==> config.mk <==
export PLATFORM = sky130hd
export DESIGN_NAME = multi_cycle_ctrl
export DESIGN_NICKNAME = d
export VERILOG_FILES = /design/src/rtl/multi_cycle_ctrl.sv
export SDC_FILE = /design/constraint.sdc
export NUM_CORES = 1
export LEC_CHECK = 0
export ABC_AREA = 1
export CAP_MARGIN = 10
export CORE_ASPECT_RATIO = 0.7
export CORE_UTILIZATION = 42
export CTS_CLUSTER_SIZE = 40
export DETAILED_ROUTE_END_ITERATION = 6
export PLACE_DENSITY = 0.71
export SLEW_MARGIN = 25
export SYNTH_ARGS = -nofsm -noshare
export SYNTH_HDL_FRONTEND = slang
export SYNTH_SLANG_ARGS = --single-unit
==> constraint.sdc <==
create_clock -name clk_i -period 4.54 [get_ports clk_i]
set_clock_uncertainty 0.05 [all_clocks]
set_input_delay 0.908 -clock clk_i [delete_from_list [all_inputs] [get_ports clk_i]]
set_output_delay 0.908 -clock clk_i [all_outputs]
set_load 0.01 [all_outputs]
==> src/rtl/multi_cycle_ctrl.sv <==
// multi_cycle_ctrl
//   Multi-cycle sequencer for an RV32I datapath. It steps each instruction through
//   FETCH / DECODE / EXEC / MEM / WB. In DECODE it latches an opcode class, and the
//   datapath strobes are then decoded from that class. It runs the imem/dmem req/ready
//   handshakes, counts retired instructions, and parks in HALT on SYSTEM. It parks in
//   TRAP on an illegal opcode or on a bus that never answers.
//
// Ports
//   clk_i            core clock, rising edge
//   rst_i            synchronous active-high reset; forces every output low while high
//   instruction_i    IR contents, stable from DECODE until the next FETCH
//   branch_taken_i   ALU compare result, used in EXEC for branches
//   imem_ready_i     instruction memory data valid
//   dmem_ready_i     data memory access complete
//   imem_req_o       instruction fetch request
//   dmem_req_o       data memory request
//   dmem_we_o        data memory write (store), valid with dmem_req_o
//   ir_we_o          load IR
//   pc_we_o          update PC (also marks retirement)
//   pc_sel_o         00 PC+4, 01 PC+imm, 10 (rs1+imm)&~1
//   reg_we_o         register file write
//   wb_sel_o         00 ALU, 01 load data, 10 PC+4, 11 imm
//   alu_src_a_o      0 rs1, 1 PC
//   alu_src_b_o      0 rs2, 1 imm
//   instret_o        retired instruction count, wraps
//   halted_o         sticky: SYSTEM opcode reached
//   trap_o           sticky: illegal opcode or bus timeout
//   bus_err_o        sticky: trap was a bus timeout (0 = illegal opcode)
//
// state  | meaning
// FETCH  | imem_req high until imem_ready; IR loaded in the ready cycle
// DECODE | opcode classified and latched
// EXEC   | ALU operands selected; branches resolve and retire here
// MEM    | dmem_req high until dmem_ready; stores retire on ready
// WB     | register write-back, PC update, retire
// HALT   | SYSTEM reached, absorbing until reset
// TRAP   | illegal opcode or bus timeout, absorbing until reset

module multi_cycle_ctrl #(
  parameter int unsigned MEM_TIMEOUT = 16,
  parameter int unsigned INSTRET_W   = 32
) (
  input  logic                 clk_i,
  input  logic                 rst_i,
  input  logic [31:0]          instruction_i,
  input  logic                 branch_taken_i,
  input  logic                 imem_ready_i,
  input  logic                 dmem_ready_i,
  output logic                 imem_req_o,
  output logic                 dmem_req_o,
  output logic                 dmem_we_o,
  output logic                 ir_we_o,
  output logic                 pc_we_o,
  output logic [1:0]           pc_sel_o,
  output logic                 reg_we_o,
  output logic [1:0]           wb_sel_o,
  output logic                 alu_src_a_o,
  output logic                 alu_src_b_o,
  output logic [INSTRET_W-1:0] instret_o,
  output logic                 halted_o,
  output logic                 trap_o,
  output logic                 bus_err_o
);

  localparam int unsigned TMR_W = $clog2(MEM_TIMEOUT);
  localparam logic [TMR_W-1:0] TMR_LOAD = TMR_W'(MEM_TIMEOUT - 1);

  typedef enum logic [2:0] {
    S_FETCH, S_DECODE, S_EXEC, S_MEM, S_WB, S_HALT, S_TRAP
  } state_t;

  typedef enum logic [3:0] {
    C_R, C_IALU, C_LOAD, C_STORE, C_BRANCH, C_JAL, C_JALR, C_LUI, C_AUIPC
  } cls_t;

  state_t state_q, state_d;
  cls_t   cls_q, cls_d;
  logic [TMR_W-1:0]     tmr_q;
  logic [INSTRET_W-1:0] instret_q;
  logic                 bus_err_q;

  logic       imem_req, dmem_req, dmem_we, ir_we, pc_we, reg_we;
  logic       alu_src_a, alu_src_b;
  logic [1:0] pc_sel, wb_sel;
  logic       req_wait, tmr_zero, timeout_hit;

  // Only the opcode field is ever looked at.
  logic unused_instr;
  assign unused_instr = ^instruction_i[31:7];

  assign req_wait    = (state_q == S_FETCH && !imem_ready_i) ||
                       (state_q == S_MEM   && !dmem_ready_i);
  assign tmr_zero    = (tmr_q == '0);
  assign timeout_hit = req_wait && tmr_zero;

  always_ff @(posedge clk_i) begin
    if (rst_i) begin
      state_q   <= S_FETCH;
      cls_q     <= C_R;
      tmr_q     <= TMR_LOAD;
      instret_q <= '0;
      bus_err_q <= 1'b0;
    end else begin
      state_q <= state_d;
      cls_q   <= cls_d;
      // Down-counter reloads on every state change; it only runs in FETCH/MEM,
      // so in effect it restarts on entry to either wait state.
      if (state_d != state_q) begin
        tmr_q <= TMR_LOAD;
      end else if (req_wait) begin
        tmr_q <= tmr_q - TMR_W'(1);
      end
      if (pc_we) begin
        instret_q <= instret_q + INSTRET_W'(1);
      end
      if (timeout_hit) begin
        bus_err_q <= 1'b1;
      end
    end
  end

  always_comb begin
    state_d   = state_q;
    cls_d     = cls_q;
    imem_req  = 1'b0;
    dmem_req  = 1'b0;
    dmem_we   = 1'b0;
    ir_we     = 1'b0;
    pc_we     = 1'b0;
    pc_sel    = 2'b00;
    reg_we    = 1'b0;
    wb_sel    = 2'b00;
    alu_src_a = 1'b0;
    alu_src_b = 1'b0;

    case (state_q)
      S_FETCH: begin
        imem_req = 1'b1;
        if (imem_ready_i) begin
          ir_we   = 1'b1;
          state_d = S_DECODE;
        end else if (tmr_zero) begin
          state_d = S_TRAP;
        end
      end

      S_DECODE: begin
        state_d = S_EXEC;
        case (instruction_i[6:0])
          7'b0110011: cls_d = C_R;
          7'b0010011: cls_d = C_IALU;
          7'b0000011: cls_d = C_LOAD;
          7'b0100011: cls_d = C_STORE;
          7'b1100011: cls_d = C_BRANCH;
          7'b1101111: cls_d = C_JAL;
          7'b1100111: cls_d = C_JALR;
          7'b0110111: cls_d = C_LUI;
          7'b0010111: cls_d = C_AUIPC;
          7'b1110011: state_d = S_HALT;
          default:    state_d = S_TRAP;
        endcase
      end

      S_EXEC: begin
        alu_src_a = (cls_q == C_AUIPC);
        alu_src_b = !(cls_q == C_R || cls_q == C_BRANCH);
        if (cls_q == C_BRANCH) begin
          pc_we   = 1'b1;
          pc_sel  = branch_taken_i ? 2'b01 : 2'b00;
          state_d = S_FETCH;
        end else if (cls_q == C_LOAD || cls_q == C_STORE) begin
          state_d = S_MEM;
        end else begin
          state_d = S_WB;
        end
      end

      S_MEM: begin
        dmem_req = 1'b1;
        dmem_we  = (cls_q == C_STORE);
        // Ready in the terminal-count cycle still completes the access.
        if (dmem_ready_i) begin
          if (cls_q == C_LOAD) begin
            state_d = S_WB;
          end else begin
            pc_we   = 1'b1;
            state_d = S_FETCH;
          end
        end else if (tmr_zero) begin
          state_d = S_TRAP;
        end
      end

      S_WB: begin
        reg_we  = 1'b1;
        pc_we   = 1'b1;
        state_d = S_FETCH;
        case (cls_q)
          C_LOAD:        wb_sel = 2'b01;
          C_JAL, C_JALR: wb_sel = 2'b10;
          C_LUI:         wb_sel = 2'b11;
          default:       wb_sel = 2'b00;
        endcase
        case (cls_q)
          C_JAL:   pc_sel = 2'b01;
          C_JALR:  pc_sel = 2'b10;
          default: pc_sel = 2'b00;
        endcase
      end

      default: begin
        state_d = state_q;
      end
    endcase
  end

  // Reset has priority over everything, including an access in flight,
  // so every output is forced low while rst_i is high.
  assign imem_req_o  = imem_req  & ~rst_i;
  assign dmem_req_o  = dmem_req  & ~rst_i;
  assign dmem_we_o   = dmem_we   & ~rst_i;
  assign ir_we_o     = ir_we     & ~rst_i;
  assign pc_we_o     = pc_we     & ~rst_i;
  assign pc_sel_o    = rst_i ? 2'b00 : pc_sel;
  assign reg_we_o    = reg_we    & ~rst_i;
  assign wb_sel_o    = rst_i ? 2'b00 : wb_sel;
  assign alu_src_a_o = alu_src_a & ~rst_i;
  assign alu_src_b_o = alu_src_b & ~rst_i;
  assign instret_o   = rst_i ? '0 : instret_q;
  assign halted_o    = (state_q == S_HALT) & ~rst_i;
  assign trap_o      = (state_q == S_TRAP) & ~rst_i;
  assign bus_err_o   = bus_err_q & ~rst_i;

endmodule
======== After elaboration in Yosys (flattened, before gate mapping) ========
Index checks and enable logic that the tools add are counted.
storage, ports and cells
  output and inout bits ................... 47
  bits of input ports ..................... 37
  flip-flop bits (word level) ............. 44
cells by class
  eq/ne operators ......................... 24
  bitwise logic cells ..................... 12
  reduce and logical (&&, ||, !) cells .... 17
  $add $sub $neg .......................... 2
  mux-type cells .......................... 30
operators with widths
  kind                                                              number
  4-bit one-hot mux with 9 select lines                             1
  32-bit by 1-bit adder with 32-bit output (second input constant)  1
  32-bit two-way mux                                                1
  7-bit == test (second input constant)                             4
  7-bit by 6-bit == test with 1-bit output (second input constant)  3
  3-bit two-way mux                                                 6
  4-bit by 3-bit == test with 1-bit output (second input constant)  4
  3-bit one-hot mux with 5 select lines                             1
  7-bit by 5-bit == test with 1-bit output (second input constant)  2
  1-bit two-way mux                                                 13
  1-bit bitwise AND                                                 11
  3-bit == test (second input constant)                             3
  9-bit nonzero test                                                1
  9-bit OR reduction                                                1
  4-bit by 2-bit == test with 1-bit output (second input constant)  2
  4-bit logical NOT                                                 2
  2-bit one-hot mux with 2 select lines                             2
  7-bit by 2-bit == test with 1-bit output (second input constant)  1
  3-bit by 2-bit == test with 1-bit output (second input constant)  2
  2-bit two-way mux                                                 3
  2-bit one-hot mux with 3 select lines                             1
  3-bit one-hot mux with 2 select lines                             1
  4-bit == test (second input constant)                             1
  2-bit OR reduction                                                2
  10 further kinds                                                  16

======== Longest topological paths before layout ========
  word-level depth ........................ 7
  mapped depth ............................ 11
  gate-level depth less buffers ........... 11

======== Worst setup path before layout ========
No wires, ideal clock.
  kind .................................... input to output
  from .................................... input rst_i
  to ...................................... output instret_o[0]
  required time ........................... 3.582 ns
  arrival time ............................ 1.716 ns
  setup slack ............................. 1.866 ns
  stages .................................. 4
  cell sequence ........................... clkbuf_1 -> buf_2 -> clkbuf_1 -> nor2_1
between the ends
  cells in the longest elaborated chain, start to end .. 1
RTL lines
  item                RTL line  source
  start: declaration  44        input logic rst_i,
  32-bit two-way mux  229       assign instret_o = rst_i ? '0 : instret_q;
  end: declaration    59        output logic [INSTRET_W-1:0] instret_o,
Every way passes these cells.

======== Final worst setup path ========
  from .................................... input rst_i
  to ...................................... output alu_src_b_o
between the ends
  cells in the longest elaborated chain, start to end .. 2
RTL lines
  item               RTL line  source
  1-bit NOT          228       assign alu_src_b_o = alu_src_b & ~rst_i;
  1-bit bitwise AND  228
  end: declaration   58        output logic alu_src_b_o,
Every way passes these cells.

==> results.toml <==
[run_status]
status = "finished clean"

[final_layout]
layout.cells.most_common_list = "sky130_fd_sc_hd__nand2_1, sky130_fd_sc_hd__nor2_1, sky130_fd_sc_hd__inv_1, sky130_fd_sc_hd__clkdlybuf4s50_1, sky130_fd_sc_hd__dfxtp_1"
post_layout_nonfiller_instances = 668
num_antenna_cells = 0
post_route_cells_drive_above_1_share = 0.0836
layout_commonest_cell = "sky130_fd_sc_hd__nand2_1"
syn_to_final_growth_pct = 22.9
final_nets = 612

[placed_design]
rd_place_congestion = 0.934
detailed_place_hpwl_mm = 6.49
io_buffers = 58
placed_cells_incl_taps = 660

[timing]
setup_repair_after_global_routing_missed_its_margin = "false"
finalHoldViolCount = 0
finalMaxSlewViolations = 0
final.hold.worst_slack_ns = 0.420
slew-limit-headroom = 0.625
timing_worst_slew_pin_value_ns = 0.560
timing.final.setup_violations = 0
finalCritPeriodShare = 0.818
setup-tns-final_ns = 0
final_period_minus_worst_setup_slack_ns = 3.71
fmaxAchievable_mhz = 269

[power]
totalPowerFinal_mw = 0.877
total_leakage_power_nw = 1.41
power_density_nw_per_um2 = 227
vdd_drop_max_v = 0.000151

[cts]
max-clock-path-buffers = 2
clkSlewWorstSetupHoldPaths_ns = 0.08
cts_tree = "built"
number_of_levels_the_h_tree_was_split_into = 2
post_cts_resize_count = 0
numCtsBuffers = 5
clock_insertion_delay_at_the_later_pin_of_the_skew_report_ns = 0.30
cts_hold_buf = 0
cts_setup_buffers = 0
numClockSinks = 44
root_buffer = "sky130_fd_sc_hd__clkbuf_8"

[critical_path]
worst-endpoint-required_ns = 3.58
slowest_delay_ns = 0.60
category_of_the_worst_setup_path_launch_point = "primary input"
critical_path.cell_chain = "buf_2 -> clkinv_1 -> nand2_1 -> a21oi_1 -> clkdlybuf4s50_1"
cp.arrival_ns = 2.76
setup.worst_path.end_class = "output port"
crit_type = "in2out"
crit_slowest_cell = "sky130_fd_sc_hd__clkinv_1"
worst-path-max-fanout = 26

[routing]
top_signal_layer_used = "met4"
routed_wire_length_per_instance_um = 12.7
wl_met1_mm = 4.41
route.detailed.drc = 0
routed-wl-met3_um = 636
drt_iter0_markers = 291
detail-route-antenna-nets = 0
wl_met2_mm = 3.38
finalWirelength_mm = 8.50
route.vias.total = 3439
drt_pre_antenna_iters = 5
post_drt_via_cell_ratio = 5.15

[global_route]
grt_start_max_net_pins = 45
grt_first_pass_wirelength_mm = 14.2
first_global_vias = 3064
global_route.usage.total = 0.228
initial_antenna_violation_count = 0
grt_overflow = 0

[synthesis]
netlist_top_cells_area = "sky130_fd_sc_hd__dfxtp_1, sky130_fd_sc_hd__nand2_1, sky130_fd_sc_hd__nor2_1"
syn_area_per_cell_um2 = 6.04
syn-cell-area_um2 = 3140
yosys_warnings = 0
synth.yosys.seq_area_share = 0.280
post-synth-top-area-cell = "sky130_fd_sc_hd__dfxtp_1"
mappedNetlistNets = 559
synthDominantCellAreaShare = 0.280
yosysUniqueCellTypes = 35
synth_seq_cells = 44
postSynthCellCount = 520

[floorplanning]
std_cell_rows = 25
io_pins = 84
fp.coreArea_um2 = 6980
starting_density_of_the_core = 0.451
die-width_um = 105
die_area_um2 = 7840
die_height_um = 74.4

[hold_path]
worstHoldPathType = "reg2reg"

[flow_run]
cap_viol_max_count = 0
## layout make-up
type,instances,area [um^2]
fill,696,3110
multi-input combinational,388,1910
sequential,44,881
timing repair buffer,59,583
inverter,75,284
tap,94,118
clock buffer,6,82.6
clock inverter,2,10.0
## critical path: cells and delay by family
family	cells	cell delay, ns
buffers and inverters	3	1.49
AND/OR/NAND/NOR	1	0.27
AO/OA/AOI/OAI	1	0.09
## through the flow
step	setup slack, ns	cell area, um^2	utilization
after floorplan	1.87	3140	-
after global placement	0.849	3770	0.541
after detailed placement	0.859	3770	0.541
after CTS	0.841	3860	0.554
after global routing	0.646	3860	0.554
final	0.825	3860	0.554
## power by group
part,leakage (nW),switching (mW),total (mW),internal [mW]
sequential,0.355,0.0152,0.412,0.397
clock,0.0510,0.138,0.260,0.122
combinational,1.00,0.140,0.205,0.0654
## state kept, by name, summed over array words and instances (netlist names)
signal and cells:
bus_err_q 1, tmr_q 4, state_q 3, instret_q 32, cls_q 4
## synth_stat cells, drive strengths merged
cell type  count
xor2          14
ha             2
a21oi         33
clkbuf         7
o22ai          1
a31oi          2
nor3          28
o21ai         20
a221oi         1
nand2        128
o22a           1
inv           74
o211ai         1
nand4         18
nor4           2
nor2          96
clkinv         1
dfxtp         44
a21boi         1
nand3         37
buf            6
a32oi          1
nand3b         2
## per-layer routing
layer,track usage,vias to the layer above
li1,-,1777
met1,0.339,1522
met2,0.340,130
met3,0.0377,10
met4,0.0595,0
met5,0,-
## path summary, 6_finish.rpt
check                               from                        end  slack, ns  cells after the start
setup / recovery                   rst_i                alu_src_b_o       0.83                      5
hold reg to reg   bus_err_q$_SDFFE_PP0P_     bus_err_q$_SDFFE_PP0P_       0.42                      2
hold / removal    bus_err_q$_SDFFE_PP0P_     bus_err_q$_SDFFE_PP0P_       0.42                      2
setup reg to reg   state_q[1]$_SDFF_PP0_  instret_q[7]$_SDFFE_PP0P_       2.54                      7
## logic make-up after synthesis
family,Yosys count,share of synthesized area
compound gates,61,0.114
buf+inv,88,0.113
xor+xnor,14,0.0390
fa+ha+maj,2,0.00796
flops,44,0.280
simple gates,311,0.445
Power figures use the tool's default switching activity.
